## config.mk

```make
export PLATFORM = sky130hd
export DESIGN_NAME = key_pio_rx
export DESIGN_NICKNAME = d
export VERILOG_FILES = /design/src/rtl/key_pio_rx.sv
export SDC_FILE = /design/constraint.sdc
export NUM_CORES = 1
export LEC_CHECK = 0
export CAP_MARGIN = 20
export CORE_AREA = 2 2 97 99
export CTS_BUF_LIST = sky130_fd_sc_hd__clkbuf_8
export CTS_CLUSTER_SIZE = 16
export DETAILED_ROUTE_END_ITERATION = 8
export DIE_AREA = 0 0 99 101
export PLACE_DENSITY = 0.78
export SKIP_CTS_REPAIR_TIMING = 1
export SLEW_MARGIN = 20
export SYNTH_ARGS = -nofsm -noshare
export SYNTH_HDL_FRONTEND = slang
export SYNTH_SLANG_ARGS = --single-unit
export TNS_END_PERCENT = 20
```

## constraint.sdc

```tcl
create_clock -name clk -period 1.7 [get_ports clk]
set_input_delay 0.34 -clock clk [delete_from_list [all_inputs] [get_ports clk]]
set_output_delay 0.34 -clock clk [all_outputs]
set_load 0.01 [all_outputs]
```

## src/rtl/key_pio_rx.sv

```systemverilog
// Debounced key input port with an Avalon-MM slave: DATA / IRQMASK / EDGECAP registers and a level irq.
// Optional macro KEY_PIO_BOTH_EDGES_EN: EDGECAP also captures release (1->0) edges of the debounced keys.
module key_pio_rx #(
  parameter int WIDTH           = 4,
  parameter int DEBOUNCE_CYCLES = 50000,
  parameter bit ACTIVE_LOW      = 1'b1
) (
  input  logic             clk,
  input  logic             reset_n,
  input  logic [WIDTH-1:0] key_in,
  input  logic [1:0]       avs_address,
  input  logic             avs_chipselect,
  input  logic             avs_read,
  input  logic             avs_write,
  input  logic [31:0]      avs_writedata,
  output logic [31:0]      avs_readdata,
  output logic             irq
);

  localparam int             CW       = $clog2(DEBOUNCE_CYCLES + 1);
  localparam logic [CW-1:0]  CNT_LAST = CW'(DEBOUNCE_CYCLES - 1);
  localparam logic [WIDTH-1:0] RELEASED = {WIDTH{ACTIVE_LOW}};

  logic [WIDTH-1:0] meta_q, sync_q;
  logic [WIDTH-1:0] pressed;
  logic [CW-1:0]    cnt_q [WIDTH];
  logic [CW-1:0]    cnt_d [WIDTH];
  logic [WIDTH-1:0] deb_q, deb_d;
  logic [WIDTH-1:0] mask_q, mask_d;
  logic [WIDTH-1:0] edge_q, edge_d;
  logic [WIDTH-1:0] edge_set, edge_clr;
  logic             irq_q, irq_d;
  logic [31:0]      rdata_q, rdata_d;
  logic             wr_en, rd_en;
  logic             unused_wdata;

  assign unused_wdata = ^avs_writedata;
  assign pressed      = ACTIVE_LOW ? ~sync_q : sync_q;
  assign wr_en        = avs_chipselect & avs_write;
  assign rd_en        = avs_chipselect & avs_read;

  always_comb begin
    deb_d = deb_q;
    for (int i = 0; i < WIDTH; i++) begin
      cnt_d[i] = '0;
      // Commit on the cycle the count would reach DEBOUNCE_CYCLES.
      if (pressed[i] != deb_q[i]) begin
        if (cnt_q[i] == CNT_LAST) deb_d[i] = pressed[i];
        else                      cnt_d[i] = cnt_q[i] + CW'(1);
      end
    end

`ifdef KEY_PIO_BOTH_EDGES_EN
    edge_set = (deb_d & ~deb_q) | (~deb_d & deb_q);
`else
    edge_set = deb_d & ~deb_q;
`endif

    edge_clr = (wr_en && avs_address == 2'd2) ? avs_writedata[WIDTH-1:0] : '0;
    edge_d   = (edge_q & ~edge_clr) | edge_set;
    mask_d   = (wr_en && avs_address == 2'd1) ? avs_writedata[WIDTH-1:0] : mask_q;
    irq_d    = |(edge_q & mask_q);

    // Reads see pre-write register contents.
    rdata_d = rdata_q;
    if (rd_en) begin
      rdata_d = '0;
      case (avs_address)
        2'd0:    rdata_d[WIDTH-1:0] = deb_q;
        2'd1:    rdata_d[WIDTH-1:0] = mask_q;
        2'd2:    rdata_d[WIDTH-1:0] = edge_q;
        default: rdata_d = '0;
      endcase
    end
  end

  always_ff @(posedge clk or negedge reset_n) begin
    if (!reset_n) begin
      meta_q  <= RELEASED;
      sync_q  <= RELEASED;
      deb_q   <= '0;
      mask_q  <= '0;
      edge_q  <= '0;
      irq_q   <= 1'b0;
      rdata_q <= '0;
      for (int i = 0; i < WIDTH; i++) cnt_q[i] <= '0;
    end else begin
      meta_q  <= key_in;
      sync_q  <= meta_q;
      deb_q   <= deb_d;
      mask_q  <= mask_d;
      edge_q  <= edge_d;
      irq_q   <= irq_d;
      rdata_q <= rdata_d;
      for (int i = 0; i < WIDTH; i++) cnt_q[i] <= cnt_d[i];
    end
  end

  assign avs_readdata = rdata_q;
  assign irq          = irq_q;

endmodule

```

==> reports/metrics.csv, run 1 <==
metric;value;unit
synth.avg_cell_area;10.04;um^2
synth_seq_area_share;51.13;%
startpoint_type;flip-flop;
root_buffer;clkbuf_8;
p_sw_share;23.20;%
grt_pass1_wl;13700;um
ys_ff_latch;89;
cp_max_fo;5;
placedCellCount;587;
core_area;0.008977;mm^2
finalCritPeriodShare;96.33;%
critPathBufInv;0;
final_common_cell;nor2_1;
powerDensity;831.4;mW/mm^2
ys_types;40;
p_switching;0.0009772;W
antenna_found_initial;0;
die_w;99;um
gp_congestion;0.8566;
cp.required;1.93;ns
comb_power_share;8.3;%
async_reset_ff_share;100.0;%
cap_violations;0;
cts_tree;yes;
critPathArrivalTime;1.87;ns
design_area;0.005065;mm^2
synth_edf_count;0;
path_delay_family;simple AND/OR/NAND/NOR gates;
p_seq_share;54.2;%
critPathCaptureType;flip-flop;
clock_latency;0.35;ns
report.power.total;0.004211;W
overflow;0;
skew;0.004253;ns
area.growth.synth_to_final;15.76;%
period_needed;1.638;ns
drt_iter0_drc;94;
min-delay-path-class;reg2reg;
grt_pass1_vias;3017;
avgRoutedWirePerCell;13.28;um
port_buffers;19;
clock_sinks;89;
rows;35;
cts_max_level;3;
cpPeakStageDelay;0.55;ns
track_usage;16.91;%
antenna_left;0;
via_per_inst;5.179;
clock_path_buffers;2;
grt_max_degree;40;
drc_errors;0;
p_leak;2.082;nW
path_clk_slew;0.08;ns
routed_wl;8022;um
antenna_cells;0;
crit_slowest_cell;or4_4;
fill_cells;747;
rrSetupSlack;0.06;ns
internal_power;0.003234;W
die_y;101;um
dpl.hpwl;5846;um
drt_first_pass_iters;4;
layout_common_cells;nor2_1 (83), dfrtp_1 (81), xnor2_1 (50);
die-area;0.009999;mm^2
synthesis.area;0.004375;mm^2
finalSetupViolations;0;
initial_utilization;48.74;%
ys_warn_count;0;
maxSlewViolCount;0;
crit_type;reg2reg;
rsz0062_at_grt;true;
final_util;56.42;%
fin_nets;535;
status;finished clean;
hold_violations;0;
max_freq;610.7;MHz
drive_gt1_share;13.39;%
ios;76;
syn_inst;436;
postPlaceCellArea;0.004781;mm^2
peakVddDrop;0.0005490;V
ys.flop_type;dfrtp_1;
numCtsBuffers;9;
clock_power_share;37.5;%
layout.cells.non_filler;604;
route.vias.total;3128;
worstPathCellList;or3_1 -> or4_4 -> and3_1;
[stage by stage]
stage,hold WS (ns),worst slack (ns),TNS [ns]
global route,0.3596,-0.01862,-0.02028
finish,0.3594,0.06242,0
CTS,-0.1379,-0.004612,-0.004612
global placement,0.2396,-0.004904,-0.01476
detailed placement,0.2456,-0.04852,-0.1806
floorplan,0.04441,0.04118,0
[power by group through the flow]
stage | registers [W] | logic, W | clock network [W]
CTS | 0.00228 | 0.000352 | 0.00162
floorplan | 0.00232 | 0.000210 | 0
global route | 0.00230 | 0.000393 | 0.00171
global placement | 0.00232 | 0.000340 | 0
finish | 0.00228 | 0.000350 | 0.00158
detailed placement | 0.00232 | 0.000350 | 0
[metal layers]
layer	vias up	GRT usage (%)	wire [um]	share of wire, %
met2	47	27.96	3958	49
met4	0	5.374	90	1.1
met5	-	0	0	0
met3	8	3.190	186	2.3
met1	1530	22.69	3786	47
li1	1543	-	-	-
[worst paths after layout]
kind	start	to	cells after the start
setup / recovery	cnt_q[39]	cnt_q[33]	3
max in group asynchronous	reset_n	sync_q[3]	3
min in group asynchronous	reset_n	cnt_q[36]	2
hold / removal	meta_q[2]	sync_q[2]	0
hold reg to reg	meta_q[2]	sync_q[2]	0
setup reg to reg	cnt_q[39]	cnt_q[33]	3
[Yosys cell counts, drive strengths merged (5+ instances only)]
library cell	instances	area (um^2)
nor2	83	311.6
dfrtp	81	2027
xnor2	50	437.9
buf	32	241.5
nand2	27	108.9
nand3	22	110.1
nor4	19	118.9
nand4	18	112.6
inv	14	52.55
nor3	11	55.05
xor2	10	87.58
a21oi	8	40.04
dfstp	8	210.2
mux2i	5	50.05
[registers in the layout, summed over array words and instances, names as in the netlist]
signal	flops
avs_readdata	4
irq	1
edge_q	4
sync_q	4
cnt_q	64
mask_q	4
deb_q	4
meta_q	4
[layout make-up]
cell class,instances,area (um^2),area share [%]
Clock inverter,6,82.58,1.630
Tap cell,111,138.9,2.742
Inverter,14,52.55,1.038
Multi-Input combinational cell,325,1981,39.11
Clock buffer,10,137.6,2.717
Sequential cell,89,2237,44.17
Timing Repair Buffer,49,435.4,8.597
[cell families after synthesis]
family / after synthesis / synth area share, %
other: 1 / 0.08571
AOI/OAI and AO/OA: 18 / 2.945
adders and majority gates: 4 / 1.144
muxes: 9 / 2.173
and+or+nand+nor: 206 / 23.53
DFF: 89 / 51.13
buffers and inverters: 49 / 6.977
xor gates and xnor gates: 60 / 12.01
No activity file was read; power rests on OpenSTA's default activity.
==> run 2, diff against run 1 <==
--- a/config.mk
+++ b/config.mk
@@ -6,12 +6,12 @@
 export NUM_CORES = 1
 export LEC_CHECK = 0
 export CAP_MARGIN = 20
-export CORE_AREA = 2 2 97 99
+export CORE_AREA = 2 2 93 104
 export CTS_BUF_LIST = sky130_fd_sc_hd__clkbuf_8
 export CTS_CLUSTER_SIZE = 16
 export DETAILED_ROUTE_END_ITERATION = 8
-export DIE_AREA = 0 0 99 101
-export PLACE_DENSITY = 0.78
+export DIE_AREA = 0 0 95 106
+export PLACE_DENSITY = 0.77
 export SKIP_CTS_REPAIR_TIMING = 1
 export SLEW_MARGIN = 20
 export SYNTH_ARGS = -nofsm -noshare
==> reports/metrics.csv, run 2 (same netlist as run 1, synthesis figures left out) <==
metric;value;unit
routed_wl;8218;um
p_sw_share;25.21;%
startpoint_type;flip-flop;
min-delay-path-class;reg2reg;
gp_congestion;0.8699;
via_per_inst;5.194;
drive_gt1_share;14.55;%
crit_start;cnt_q[33];
final_util;55.95;%
p_seq_share;57.1;%
cap_violations;0;
rsz0062_at_grt;true;
core_area;0.009120;mm^2
internal_power;0.002991;W
clock_sinks;89;
port_buffers;19;
p_leak;2.076;nW
overflow;0;
final_common_cell;nor2_1;
p_switching;0.001008;W
layout_common_cells;nor2_1 (83), dfrtp_1 (81), xnor2_1 (50);
skew;0.01699;ns
critPathCaptureType;flip-flop;
timing.rr.end;cnt_q[42];
slew_headroom;50.42;%
cts_tree;yes;
die_w;95;um
peakVddDrop;0.0004651;V
die_y;106;um
cts_max_level;3;
clock_power_share;33.8;%
drc_errors;0;
max_freq;603.8;MHz
met1_usage;23.02;%
grt_util_met3;3.189;%
holdWs;0.3580;ns
crit_type;reg2reg;
root_buffer;clkbuf_8;
antenna_left;0;
regMostFlops;cnt_q;
fin_nets;537;
largest_reg_flops;64;
met2_usage;29.23;%
ff2ff_path_depth;5;
track_usage;17.85;%
worstMarginPinSlew;0.7384;ns
r2r-start;cnt_q[33];
status;finished clean;
grt_max_degree;39;
grt_pass1_vias;3132;
antenna_found_initial;0;
busiest_layer;met2;
antenna_cells;0;
rows;37;
cp.required;1.95;ns
clock_path_buffers;2;
initial_utilization;47.98;%
finalSetupViolations;0;
finalCritPeriodShare;97.42;%
critPathArrivalTime;1.90;ns
ios;76;
numCtsBuffers;9;
clock_latency;0.36;ns
path_clk_slew;0.08;ns
hold_violations;0;
rrSetupSlack;0.04;ns
cp_max_fo;7;
maxSlewViolCount;0;
period_needed;1.656;ns
avgRoutedWirePerCell;13.43;um
setup.worst_path.end;cnt_q[42];
comb_power_share;9.1;%
grt_pass1_wl;14210;um
dpl.hpwl;5822;um
powerDensity;783.8;mW/mm^2
die-area;0.01007;mm^2
area.growth.synth_to_final;16.61;%
route.vias.total;3179;
drt_iter0_drc;148;
drt_first_pass_iters;4;
[run 2: how the worst min path moves through the flow]
stage / depth (start not counted) / slack (ns) / startpoint / end
after floorplan: 0 / 0.04 / reset_n / avs_readdata[0]
after global placement: 1 / 0.28 / reset_n / cnt_q[41]
after detailed placement: 1 / 0.28 / reset_n / cnt_q[41]
after CTS: 1 / -0.10 / reset_n / cnt_q[23]
after global routing: 0 / 0.36 / meta_q[2] / sync_q[2]
final: 0 / 0.36 / meta_q[2] / sync_q[2]
[run 2: area by class of cell]
cell class                      count  area, um^2
Multi-Input combinational cell    326        2018
Inverter                           14       52.55
Sequential cell                    89        2237
Clock inverter                      5       32.53
Fill cell                         805        4018
Tap cell                          117       146.4
Clock buffer                       11       151.4
Timing Repair Buffer               50       464.2
[run 2: metrics by stage]
stage	setup slack (ns)	cell area [um^2]	setup TNS, ns	instances	total power [W]
after detailed placement	-0.02127	4806	-0.06382	592	0.002672
after CTS	-0.03133	4990	-0.2567	608	0.004020
after global routing	-0.03716	5102	-0.1121	612	0.004190
after global placement	0.03030	4806	0	592	0.002657
after floorplan	0.04118	4477	0	463	0.002527
final	0.04382	5102	0	612	0.003999
[run 2: power groups by stage]
stage	clock network (W)	logic, W	registers [W]
floorplan	0	0.000210	0.00232
finish	0.00135	0.000363	0.00228
global route	0.00148	0.000411	0.00230
detailed placement	0	0.000348	0.00232
global placement	0	0.000340	0.00232
CTS	0.00139	0.000349	0.00228
[run 2: worst max-delay path, stage by stage, from the launching register on]
cell and delay [ns]:
dfrtp_1 0.41, ha_4 0.17, nand4_1 0.15, or4_4 0.61
nand2_4 0.16, nor2_1 0.06
[run 2: per-layer routing]
metal	wire length [um]	share of wire [%]
met3	300	3.7
met1	3659	45
met2	4058	49
met5	0	0
met4	200	2.4
==> run 3, diff against run 2 <==
==> constraint.sdc (replaced) <==
create_clock -name clk -period 1.5 [get_ports clk]
set_input_delay 0.3 -clock clk [delete_from_list [all_inputs] [get_ports clk]]
set_output_delay 0.3 -clock clk [all_outputs]
set_load 0.01 [all_outputs]
==> reports/metrics.csv, run 3 (same netlist as run 1, synthesis figures left out) <==
metric;value;unit
die_y;106;um
rrSetupSlack;-0.1;ns
ff2ff_path_depth;4;
holdWs;-0.05568;ns
critPathCaptureType;flip-flop;
busiest_layer;met2;
hold_violations;16;
finalCritPeriodShare;106.4;%
clock_sinks;89;
grt_pass1_wl;14300;um
dpl.hpwl;5835;um
cp.required;1.74;ns
timing.rr.end;cnt_q[33];
p_leak;2.243;nW
rsz0062_at_grt;true;
route.vias.total;3264;
worst_slack;-0.09619;ns
clock_latency;0.35;ns
status;finished, violations left;
startpoint_type;flip-flop;
cts_max_level;3;
ios;76;
met1_usage;22.09;%
cp_max_fo;5;
place_ws;-0.1383;ns
grt_util_met3;3.898;%
gp_congestion;0.8502;
drive_gt1_share;20.19;%
min-delay-path-class;in2async;
cts_tree;yes;
tns;-2.280;ns
critPathArrivalTime;1.84;ns
regMostFlops;cnt_q;
drt_iter0_drc;141;
routed_wl;8431;um
antenna_left;0;
clock_path_buffers;2;
rows;37;
cap_violations;0;
final_common_cell;nor2_1;
numCtsBuffers;9;
initial_utilization;47.98;%
area.growth.synth_to_final;21.90;%
track_usage;17.66;%
root_buffer;clkbuf_8;
drt_first_pass_iters;4;
overflow;0;
die_w;95;um
grt_max_degree;90;
antenna_found_initial;0;
maxSlewViolCount;0;
peakVddDrop;0.0005820;V
drc_errors;0;
die-area;0.01007;mm^2
path_clk_slew;0.09;ns
crit_type;reg2reg;
layout_common_cells;nor2_1 (82), dfrtp_1 (81), buf_4 (56);
met2_usage;30.70;%
via_per_inst;5.124;
core_area;0.009120;mm^2
port_buffers;19;
max_freq;626.5;MHz
fill_cells;762;
period_needed;1.596;ns
finalSetupViolations;36;
grt_pass1_vias;3247;
avgRoutedWirePerCell;13.24;um
violations;negative hold slack, negative setup slack;
largest_reg_flops;64;
fin_nets;562;
powerDensity;868.9;mW/mm^2
r2r-start;cnt_q[33];
skew;0.01033;ns
antenna_cells;0;
==> run 3: worst max-delay path by stage <==
stage | start | end
final | cnt_q[33] | cnt_q[33]
after global routing | cnt_q[33] | cnt_q[33]
after CTS | cnt_q[43] | cnt_q[35]
after detailed placement | cnt_q[43] | cnt_q[36]
after global placement | cnt_q[43] | cnt_q[37]
after floorplan | cnt_q[43] | cnt_q[32]
==> run 3: layout make-up <==
cell class	count	area [um^2]	share of cell area, %
clock buffers	9	123.9	2.322
clock inverters	7	70.07	1.314
inverters	14	52.55	0.9852
multi-input cells	325	2051	38.45
flip-flops and latches	89	2237	41.94
well taps	117	146.4	2.745
repair buffers	76	653.1	12.24
==> run 3: per-layer routing <==
metal | routed length, um | vias to the layer above
met5 | 0 | -
met2 | 4402 | 52
li1 | - | 1594
met3 | 234 | 8
met4 | 61 | 0
met1 | 3733 | 1610
==> run 3: through the flow <==
step | cells | area (um^2) | power, W | util, %
after global placement | 619 | 5002 | 0.003045 | 54.85
final | 637 | 5334 | 0.004635 | 58.49
after detailed placement | 619 | 5002 | 0.003067 | 54.85
after CTS | 635 | 5196 | 0.004672 | 56.98
after floorplan | 463 | 4484 | 0.002865 | -
after global routing | 637 | 5334 | 0.004861 | 58.49
==> run 3: critical path, cell delays in order (launching register included) <==
cell and delay [ns]:
dfrtp_1 0.39, ha_2 0.21, nand4_1 0.11, or4_4 0.57
and3_1 0.21
==> run 3: where the power goes <==
group	leakage (nW)	switching (W)	internal [W]
clock network	0.105	0.000838	0.000770
registers	1.18	0.0000791	0.00251
logic	0.954	0.000228	0.000213
total	2.24	0.00115	0.00349
